==> config.mk <==
export PLATFORM = sky130hd
export DESIGN_NAME = dzcpu_useq
export DESIGN_NICKNAME = d
export VERILOG_FILES = /design/src/rtl/dzcpu_ucode_pkg.sv /design/src/rtl/dzcpu_useq.sv
export SDC_FILE = /design/constraint.sdc
export NUM_CORES = 1
export LEC_CHECK = 0
export ABC_AREA = 0
export BUFFER_PORTS_ARGS = -buffer_cell sky130_fd_sc_hd__buf_2
export CORE_ASPECT_RATIO = 0.75
export CORE_MARGIN = 3
export CORE_UTILIZATION = 35
export CTS_CLUSTER_SIZE = 25
export DETAILED_ROUTE_END_ITERATION = 10
export PLACE_DENSITY_LB_ADDON = 0.25
export REMOVE_ABC_BUFFERS = 1
export SYNTH_ARGS = -nofsm -noshare
export SYNTH_HDL_FRONTEND = slang
export SYNTH_SLANG_ARGS = --single-unit
==> constraint.sdc <==
create_clock -name iClock -period 2.2 [get_ports iClock]
set_clock_uncertainty 0.2 [all_clocks]
set_input_delay 0.22 -clock iClock [delete_from_list [all_inputs] [get_ports iClock]]
set_output_delay 0.22 -clock iClock [all_outputs]
set_load 0.02 [all_outputs]
==> src/rtl/dzcpu_ucode_pkg.sv <==
// Shared microcode encoding for the dzcpu sequencer, microcode ROM and flow LUTs.
// Uop layout: flow [12:9], op [8:4], operand [3:0].
package dzcpu_ucode_pkg;

  localparam int FLOW_HI = 12;
  localparam int FLOW_LO = 9;
  localparam int OPER_HI = 8;
  localparam int OPER_LO = 4;
  localparam int OPND_HI = 3;
  localparam int OPND_LO = 0;

  typedef enum logic [3:0] {
    F_OP         = 4'd0,
    F_INC        = 4'd1,
    F_EOF        = 4'd2,
    F_INC_EOF    = 4'd3,
    F_EOF_FU     = 4'd4,
    F_INC_EOF_FU = 4'd5,
    F_INC_EOF_Z  = 4'd6,
    F_INC_EOF_NZ = 4'd7,
    F_NOP        = 4'd8
  } flow_e;

  localparam logic [4:0] UOP_NOP = 5'h00;
  localparam logic [4:0] UOP_ADD = 5'h01;
  localparam logic [4:0] UOP_SUB = 5'h02;
  localparam logic [4:0] UOP_LD  = 5'h03;
  localparam logic [4:0] UOP_ST  = 5'h04;
  localparam logic [4:0] UOP_JCB = 5'h1f;

  typedef enum logic [1:0] {
    S_FETCH  = 2'd0,
    S_DECODE = 2'd1,
    S_EXEC   = 2'd2
  } state_e;

endpackage

==> src/rtl/dzcpu_useq.sv <==
// dzcpu micro-sequencer: owns the uPC, decodes each uop's flow field into
// datapath strobes, handles the CB-prefix redirect, stalls and runaway detection.
module dzcpu_useq
  import dzcpu_ucode_pkg::*;
#(
  parameter int UOP_W  = 13,
  parameter int UPC_W  = 8,
  parameter int ICNT_W = 16
) (
  input  logic              iClock,
  input  logic              iReset,
  input  logic [7:0]        iMop,
  input  logic              iMopValid,
  input  logic [UPC_W-1:0]  iUopFlowIdx,
  input  logic [UPC_W-1:0]  iCbUopFlowIdx,
  input  logic [UOP_W-1:0]  iUop,
  input  logic              iFlagZ,
  input  logic              iStall,
  output logic [7:0]        oMop,
  output logic [UPC_W-1:0]  oUopAddr,
  output logic              oFetchReq,
  output logic              oExec,
  output logic              oPcInc,
  output logic              oFlagUpdate,
  output logic              oEof,
  output logic [ICNT_W-1:0] oInsnCount,
  output logic              oUcodeErr
);

  state_e     state;
  flow_e      flow;
  logic       active, jcb, redir, wrap;
  logic       exec, pcinc, fu, eof_f, adv, bad;
  logic       unused_opnd;

  assign flow        = flow_e'(iUop[FLOW_HI:FLOW_LO]);
  assign jcb         = (iUop[OPER_HI:OPER_LO] == UOP_JCB);
  assign active      = (state == S_EXEC) && !iStall;
  assign redir       = active && jcb;
  assign oFetchReq   = (state == S_FETCH);
  assign unused_opnd = ^iUop[OPND_HI:OPND_LO];

  always_comb begin
    exec  = 1'b0;
    pcinc = 1'b0;
    fu    = 1'b0;
    eof_f = 1'b0;
    adv   = 1'b0;
    bad   = 1'b0;
    if (active) begin
      unique case (flow)
        F_OP:         begin exec = 1'b1; adv = 1'b1; end
        F_INC:        begin exec = 1'b1; pcinc = 1'b1; adv = 1'b1; end
        F_EOF:        begin exec = 1'b1; eof_f = 1'b1; end
        F_INC_EOF:    begin exec = 1'b1; pcinc = 1'b1; eof_f = 1'b1; end
        F_EOF_FU:     begin exec = 1'b1; fu = 1'b1; eof_f = 1'b1; end
        F_INC_EOF_FU: begin exec = 1'b1; pcinc = 1'b1; fu = 1'b1; eof_f = 1'b1; end
        // Conditional exit: the exiting uop is a pure PC bump, not executed.
        F_INC_EOF_Z: begin
          pcinc = 1'b1;
          if (iFlagZ) eof_f = 1'b1;
          else begin exec = 1'b1; adv = 1'b1; end
        end
        F_INC_EOF_NZ: begin
          pcinc = 1'b1;
          if (!iFlagZ) eof_f = 1'b1;
          else begin exec = 1'b1; adv = 1'b1; end
        end
        F_NOP:        adv = 1'b1;
        default:      begin exec = 1'b1; eof_f = 1'b1; bad = 1'b1; end
      endcase
    end
  end

  // A CB redirect suppresses execution and end-of-flow; the PC bump survives.
  assign wrap        = adv && !jcb && (oUopAddr == {UPC_W{1'b1}});
  assign oExec       = exec && !jcb;
  assign oPcInc      = pcinc;
  assign oFlagUpdate = fu && !jcb;
  assign oEof        = (eof_f && !jcb) || wrap;

  always_ff @(posedge iClock or negedge iReset) begin
    if (!iReset) begin
      state      <= S_FETCH;
      oUopAddr   <= '0;
      oMop       <= '0;
      oInsnCount <= '0;
      oUcodeErr  <= 1'b0;
    end else if (!iStall) begin
      unique case (state)
        S_FETCH: if (iMopValid) begin
          oMop  <= iMop;
          state <= S_DECODE;
        end
        S_DECODE: begin
          oUopAddr <= iUopFlowIdx;
          state    <= S_EXEC;
        end
        S_EXEC: begin
          if (redir)     oUopAddr <= iCbUopFlowIdx;
          else if (oEof) state    <= S_FETCH;
          else if (adv)  oUopAddr <= oUopAddr + 1'b1;
          if (bad || wrap) oUcodeErr <= 1'b1;
        end
        default: state <= S_FETCH;
      endcase
      oInsnCount <= oInsnCount + ICNT_W'(oEof);
    end
  end

endmodule

Word level (Yosys, flattened, before mapping)
Index checks and enable logic that the tools add are counted.

Reduce and logical (&&, ||, !) cells: 22. Bitwise operators: 1. Eq/ne operators: 17. Shift operators: 0. $lt $le $gt $ge: 0. $add $sub $neg: 2. Mux-type cells: 22. Multipliers: 0. Divide/modulo/power cells: 0.

Operators with widths (count): two-way mux 8 bit (3); adder 16 x 1 -> 16 bit (1); == test 4 x 3 -> 1 bit (second input constant) (4); one-hot mux 8 bit (2 select lines) (1); two-way mux 1 bit (11); one-hot mux 1 bit (3 select lines) (3); OR reduction 9 bit (1); adder 8 x 1 -> 8 bit (second input constant) (1); == test 4 x 2 -> 1 bit (second input constant) (2); == test 8 bit (second input constant) (1); AND reduction 4 bit (2); logical AND 1 bit (7); two-way mux 2 bit (3); != test 2 bit (second input constant) (3); != test 3 bit (second input constant) (2); one-hot mux 2 bit (3 select lines) (1); AND reduction 3 bit (2); == test 5 bit (second input constant) (1); OR reduction 5 bit (1); == test 4 x 1 -> 1 bit (second input constant) (1); == test 4 bit (second input constant) (1); zero test 4 bit (1); OR reduction 3 bit (1); == test 2 x 1 -> 1 bit (second input constant) (1); other kinds (7) (9).

Flip-flop bits (word level): 35. ROM bits: 0. Logic and storage cells: 69. Input bits: 42. Memories: 0. RAM bits: 0. Bits in latches: 0. Output and inout port bits: 38.

Longest topological paths before layout
Gate-level depths: netlist of the first run.

Word-level depth: 10. Mapped depth: 10. Mapped depth without buffers: 10.

Worst setup path before layout of the first run
No wires, ideal clock.

Path type: register -> register. Start: register oUopAddr[2]. End: register oInsnCount[13]. Stages on the path, launching flop included: 10. Data arrival time: 2419 ps. Path slack: -548 ps. Data required time: 1871 ps. Setup time: 129 ps. Clock period less this slack: 2748 ps. Cells stage by stage: dfrtp_1 > and4_1 > nand4_1 > a21oi_2 > ha_1 > nand4b_1 > or2_2 > nor2_1 > nand3_1 > xnor2_1.

Cells in the longest elaborated chain, start to end: 4.

Ends and longest elaborated chain: start, declared (line dzcpu_useq.sv:20) `output logic [UPC_W-1:0] oUopAddr,`; start signal, assigned (line dzcpu_useq.sv:96) `oUopAddr <= iUopFlowIdx;`; start signal, assigned (line dzcpu_useq.sv:100) `if (redir) oUopAddr <= iCbUopFlowIdx;`; start signal, assigned (line dzcpu_useq.sv:102) `else if (adv) oUopAddr <= oUopAddr + 1'b1;`; == test 8 bit (line dzcpu_useq.sv:76) `assign wrap = adv && !jcb && (oUopAddr == {UPC_W{1'b1}});`; logical AND 1 bit (line dzcpu_useq.sv:76); logical OR 1 bit (line dzcpu_useq.sv:80) `assign oEof = (eof_f && !jcb) || wrap;`; net oEof (line dzcpu_useq.sv:25) `output logic oEof,`; adder 16 x 1 -> 16 bit (line dzcpu_useq.sv:107) `oInsnCount <= oInsnCount + ICNT_W'(oEof);`; end signal, assigned (line dzcpu_useq.sv:107); end, declared (line dzcpu_useq.sv:26) `output logic [ICNT_W-1:0] oInsnCount,`.

The timed path passes the listed nets, and every way through them passes these cells. A chain may end at the register's enable or synchronous reset.

Worst setup path after layout of the first run
Start: register oUopAddr[5]. End: register oInsnCount[12].

Cells in the longest elaborated chain, start to end: 4.

Ends and longest elaborated chain (line): == test 8 bit (dzcpu_useq.sv:76); logical AND 1 bit (dzcpu_useq.sv:76); logical OR 1 bit (dzcpu_useq.sv:80); adder 16 x 1 -> 16 bit (dzcpu_useq.sv:107).

Every way passes these cells.

==> results.toml, run 1 <==
[detailed_routing]
post_drt_wl_per_cell_um = 13.6
top_layer = "met4"
wl_met2_um = 2310
drc = 0
wl_met3_um = 282
met1_length_um = 2320
vias_per_cell = 4.83
drtAntennaViolNets = 0
drtPass1Iterations = 4
wl_um = 4990
drt_iter0_drc = 66
vias = 1772

[global_routing]
first_global_vias = 1625
grt_usage = 0.148
grt.overflow.total = 0
antenna_found_initial = 0
grt_max_degree = 36
grt_pass1_wl_um = 7610

[timing]
slew_viol_final = 0
fin_hold_ws_ps = 51.2
final-hold-violation-count = 0
relSlewSlack = 0.472
setup_ws_ps = -64.4
finalSetupViolations = 7
tightest_slew_ps = 792
period_share = 1.03
timing.final.crit_period_ps = 2260
max_freq_ghz = 0.442
rsz0062_at_grt = "true"

[place]
dpl-instance-area_um2 = 2550
port-buffer-count = 75
gp_congestion = 0.858
dp_cells = 346
hpwl_um = 3530

[clock_tree]
clockBufferDepth = 2
cts_tree = "built"
cts_sinks = 35
cts-buffers-inserted = 5
root_buffer = "clkbuf_8"
htree_levels = 2
clk_pin_slew_ps = 70
worstSkewPairLatency_ps = 280

[final_layout]
layout.cells.non_filler = 367
antenna_cells = 0
nNetsFinal = 339
fin_area_um2 = 2850
areaGrowthSynthToFinish_pct = 49.0
layout-drive-gt1-share = 0.502

[logic_synthesis]
syn_area_um2 = 1910
yosys.cell_types.count = 44
ys.flop_type = "dfrtp_1"
yosysWarnings = 0
synth_area_per_cell_um2 = 10.8
ys_top_cells_by_area = "dfrtp_1 (46%), xnor2_1 (5.9%), mux2_2 (5.9%), mux2_4 (4.7%), nand2_1 (2.9%)"
synth_edf_count = 0
ys_seq_area_frac = 0.458
async_flop_share = 1.00
synth_cells = 178
yosysTopAreaCell = "dfrtp_1"
synth_top_area_frac = 0.458
yosys_register_bits = 35

[pwr]
vdd_drop_max_mv = 0.376
power.leakage_nw = 1.42
power.total_w = 0.00307
powerDensity_nw_per_um2 = 1080

[worst_setup_path]
crit_start = "oUopAddr[5]"
worstPathRequired_ps = 2170
endpoint_kind = "register"
crit_fanout = 2
worstPathArrival_ps = 2230
crit_type = "reg2reg"
cp-start-kind = "register"
r2r-start = "oUopAddr[5]"

[floorplanning]
start_util = 0.376
die_height_um = 70.1
core-area_um2 = 5090
die_w_um = 91.4
pin_count = 80
rows = 22
dieArea_um2 = 6400

[min_path]
hp-class = "in2reg"
hold_start = "iUopFlowIdx[7]"

[status]
status = "complete, but fails checks"
violations = "negative setup slack"

[job]
maxCapViolCount = 0
[where the power goes]
group	internal, W	total [W]	leakage [nW]	switching (W)
Sequential	0.000844	0.000982	0.441	0.000137
Combinational	0.000780	0.00165	0.942	0.000865
Clock	0.000222	0.000446	0.0422	0.000224
[final timing paths]
path | slack [ps] | to | cells past startpoint
worst min register to register | 260 | oUcodeErr | 1
worst max register to register | -60 | oInsnCount[12] | 10
worst min-delay path | 50 | oUopAddr[7] | 3
worst max-delay path | -60 | oInsnCount[12] | 10
min in group asynchronous | 360 | oInsnCount[8] | 2
max in group asynchronous | 940 | oUcodeErr | 2
[placed cells by master, fill, tap and decap left out, types with 8 or more instances in the layout]
cell           count
nand2_1           13
o21ai_0            9
dfrtp_1           35
mux2_2            10
nand3_1            9
buf_2             74
dlygate4sd3_1      9
xnor2_1           12
buf_4             29
nor2_1             8
[sequential cells by signal (all words and copies together) (netlist names)]
name / flops
oUopAddr: 8
state: 2
oMop: 8
oInsnCount: 16
oUcodeErr: 1
[stage by stage]
stage               TNS (ps)  setup slack, ps   util
floorplan              -4710             -548      -
global placement        -901             -166  0.500
detailed placement      -943             -173  0.500
CTS                    -46.6            -20.4  0.543
global route           -1100             -164  0.560
finish                  -301            -64.4  0.560
[critical path: stages, from the launching register on]
cell and delay (ps):
dfrtp_1 370, and4_4 230, nand4_1 130, a21oi_2 210, ha_2 230, ha_4 130, and3b_2 230, nand3_4 100
nor2_4 100, nand2_1 70, xnor2_1 130
[cell usage after synthesis (2+ instances only)]
cell type / count
a21oi_1: 4
mux2i_1: 4
and3_1: 2
nor3b_1: 2
a21o_1: 3
clkbuf_1: 3
o31ai_1: 2
mux2_2: 10
nor3_1: 4
nand2b_1: 3
dfrtp_1: 35
nor2_1: 11
inv_1: 4
xor2_1: 5
mux2_4: 6
o21ai_0: 9
ha_1: 3
nand3_1: 10
xnor2_1: 13
or2_2: 2
nand2_1: 15
nand4_1: 6
[logic make-up (layout without fill, tap and decap cells)]
group | after synthesis | count (layout) | synth area share
simple gates | 65 | 65 | 0.186
flops | 35 | 35 | 0.458
compound gates | 28 | 28 | 0.106
mux | 20 | 20 | 0.127
xor+xnor | 18 | 18 | 0.0824
buf+inv | 9 | 126 | 0.0216
fa+ha+maj | 3 | 3 | 0.0196
[layer usage]
layer / vias to the layer above / GRT usage
li1: 873 / -
met1: 845 / 0.192
met2: 47 / 0.228
met3: 7 / 0.0463
met4: 0 / 0.0602
met5: - / 0
[repair_timing]
item                       CTS  global route
setup endpoints to repair    8            10
setup buffers                3             1
gates cloned                 0             0
hold buffers                 9             0
pin swaps                    6             7
hold endpoints to repair    43             0
gates resized for setup      8            17
[cell type report]
type                    count  area, µm²
repair buffers            114        701
clock inverters             1       5.00
well taps                  72       90.1
multi-input cells         134       1090
flip-flops and latches     35        876
inverters                   4       15.0
fillers                   473       2240
clock buffers               7       76.3
No activity file was read; power rests on OpenSTA's default activity.
==> run 2, diff against run 1 <==
--- a/config.mk
+++ b/config.mk
@@ -6,12 +6,12 @@
 export NUM_CORES = 1
 export LEC_CHECK = 0
 export ABC_AREA = 0
-export BUFFER_PORTS_ARGS = -buffer_cell sky130_fd_sc_hd__buf_2
 export CORE_ASPECT_RATIO = 0.75
 export CORE_MARGIN = 3
 export CORE_UTILIZATION = 35
 export CTS_CLUSTER_SIZE = 25
 export DETAILED_ROUTE_END_ITERATION = 10
+export DONT_BUFFER_PORTS = 1
 export PLACE_DENSITY_LB_ADDON = 0.25
 export REMOVE_ABC_BUFFERS = 1
 export SYNTH_ARGS = -nofsm -noshare
==> run 2 against run 1 <==
The run still ends with negative setup slack left. Cell area decreased by 10%. Non-clock buffer count down 68. Final cell count is 19% lower. Maximum frequency down 3.4%. Routed wire length decreased by 1.0%. Worst hold slack worse by 49 ps. Combinational power shrank 21%. Sequential power rose by 15%. Largest cell class unchanged.
==> results.toml, run 2 (synthesis results as in run 1) <==
[detailed_routing]
vias = 1591
wl_um = 4930
drt_iter0_drc = 49
drtPass1Iterations = 4
drc = 0
post_drt_wl_per_cell_um = 16.5
drtAntennaViolNets = 0
vias_per_cell = 5.32

[final_layout]
top_register = "oInsnCount"
largest_register_ffs = 16
top_regs = "oInsnCount (16), oMop (8), oUopAddr (8)"
layout-drive-gt1-share = 0.330
fin_area_um2 = 2570
antenna_cells = 0
final_common_cell = "dfrtp_1"
layout.cells.non_filler = 299
areaGrowthSynthToFinish_pct = 34.1
nNetsFinal = 271
final_cell_mix = "dfrtp_1 (35), buf_4 (28), dlygate4sd3_1 (15), nand2_1 (14), xnor2_1 (12)"

[timing]
tightest_slew_ps = 611
slew_viol_final = 0
final-hold-violation-count = 0
timing.final.crit_period_ps = 2340
finalSetupViolations = 8
max_freq_ghz = 0.427
timing.setup.tns_ps = -704
relSlewSlack = 0.591
rsz0062_at_grt = "true"
period_share = 1.07
setup_ws_ps = -144

[global_routing]
first_global_vias = 1668
grt.overflow.total = 0
grt_usage = 0.153
grt_use_met2 = 0.261
grtUsageMet3 = 0.0517
antenna_found_initial = 0
grtUsageMet1 = 0.178
grt_pass1_wl_um = 8000
grt_busiest_layer = "met2"
grt_max_degree = 36

[worst_setup_path]
worst-path-buf-inv = 0
cp_cell_sequence = "and4_4 -> nand4_1 -> a21oi_2 -> ha_2 -> ha_4 -> and3b_2 -> nand3_4 -> nor2_4 -> nand2_2 -> xnor2_2"
cpPeakStageDelay_ps = 360
crit_type = "reg2reg"
r2r_setup_slack_ps = -140
worstPathRequired_ps = 2160
cp-start-kind = "register"
crit_fanout = 2
endpoint_kind = "register"
critPathSlowestCell = "dfrtp_1"
worstPathArrival_ps = 2300
cp_top_family = "simple AND/OR/NAND/NOR gates"

[floorplanning]
dieArea_um2 = 6400
core-area_um2 = 5090
die_w_um = 91.4
pin_count = 80
start_util = 0.376
rows = 22
die_height_um = 70.1

[place]
dp_cells = 270
gp_congestion = 0.867
hpwl_um = 3600
port-buffer-count = 0
pre_cts_ws_ps = -217
dpl-instance-area_um2 = 2170

[pwr]
powerDensity_nw_per_um2 = 1140
vdd_drop_max_mv = 0.348
power.leakage_nw = 1.13
power.total_w = 0.00293

[clock_tree]
cts-buffers-inserted = 5
cts_tree = "built"
worstSkewPairLatency_ps = 280
cts_sinks = 35
clockBufferDepth = 2
clk_pin_slew_ps = 70
htree_levels = 2
root_buffer = "clkbuf_8"

[job]
maxCapViolCount = 0

[min_path]
hp-class = "in2reg"

[status]
status = "complete, but fails checks"
violations = "negative setup slack"
==> run 2: per-stage QoR <==
step / hold WS, ps / util
floorplan: -276 / -
global placement: -275 / 0.425
detailed placement: -275 / 0.425
CTS: 3.45 / 0.491
global route: 12.0 / 0.504
finish: 2.22 / 0.504
==> run 2: worst register-to-register path, stage by stage (launching register included) <==
cell	delay (ps)
dfrtp_1	360
and4_4	240
nand4_1	140
a21oi_2	220
ha_2	230
ha_4	130
and3b_2	220
nand3_4	100
nor2_4	160
nand2_2	80
xnor2_2	150
==> run 2: worst paths after layout <==
path	from	end	cells after the start
min in group asynchronous	iReset	oInsnCount[6]	2
worst min-delay path	iUopFlowIdx[7]	oUopAddr[7]	2
max in group asynchronous	iReset	state[0]	2
worst max register to register	oUopAddr[3]	oInsnCount[12]	10
worst max-delay path	oUopAddr[3]	oInsnCount[12]	10
worst min register to register	oInsnCount[15]	oInsnCount[15]	1
==> run 2: layer usage <==
metal / part of all wire / routed length (µm)
met5: 0 / 0
met3: 0.080 / 397
met2: 0.50 / 2480
met4: 0.013 / 62
met1: 0.40 / 1990
==> run 2: repair_timing <==
action / 4_1_cts / 5_1_grt
gates cloned: 0 / 0
pin swaps: 6 / 8
hold endpoints to repair: 54 / 0
hold buffers: 16 / 0
gates resized for setup: 13 / 10
setup endpoints to repair: 16 / 19
buffers inserted: 2 / 3
==> run 2: area by class of cell <==
class	instances	area, µm²
repair buffers	46	403
fillers	471	2520
inverters	4	15.0
multi-input cells	134	1080
flip-flops and latches	35	876
well taps	72	90.1
clock buffers	8	100
==> run 2: where the power goes <==
part	leakage [nW]	internal (W)	switching, W
sequential	0.441	0.000843	0.000283
clock	0.0515	0.000285	0.000210
combinational	0.636	0.000635	0.000677
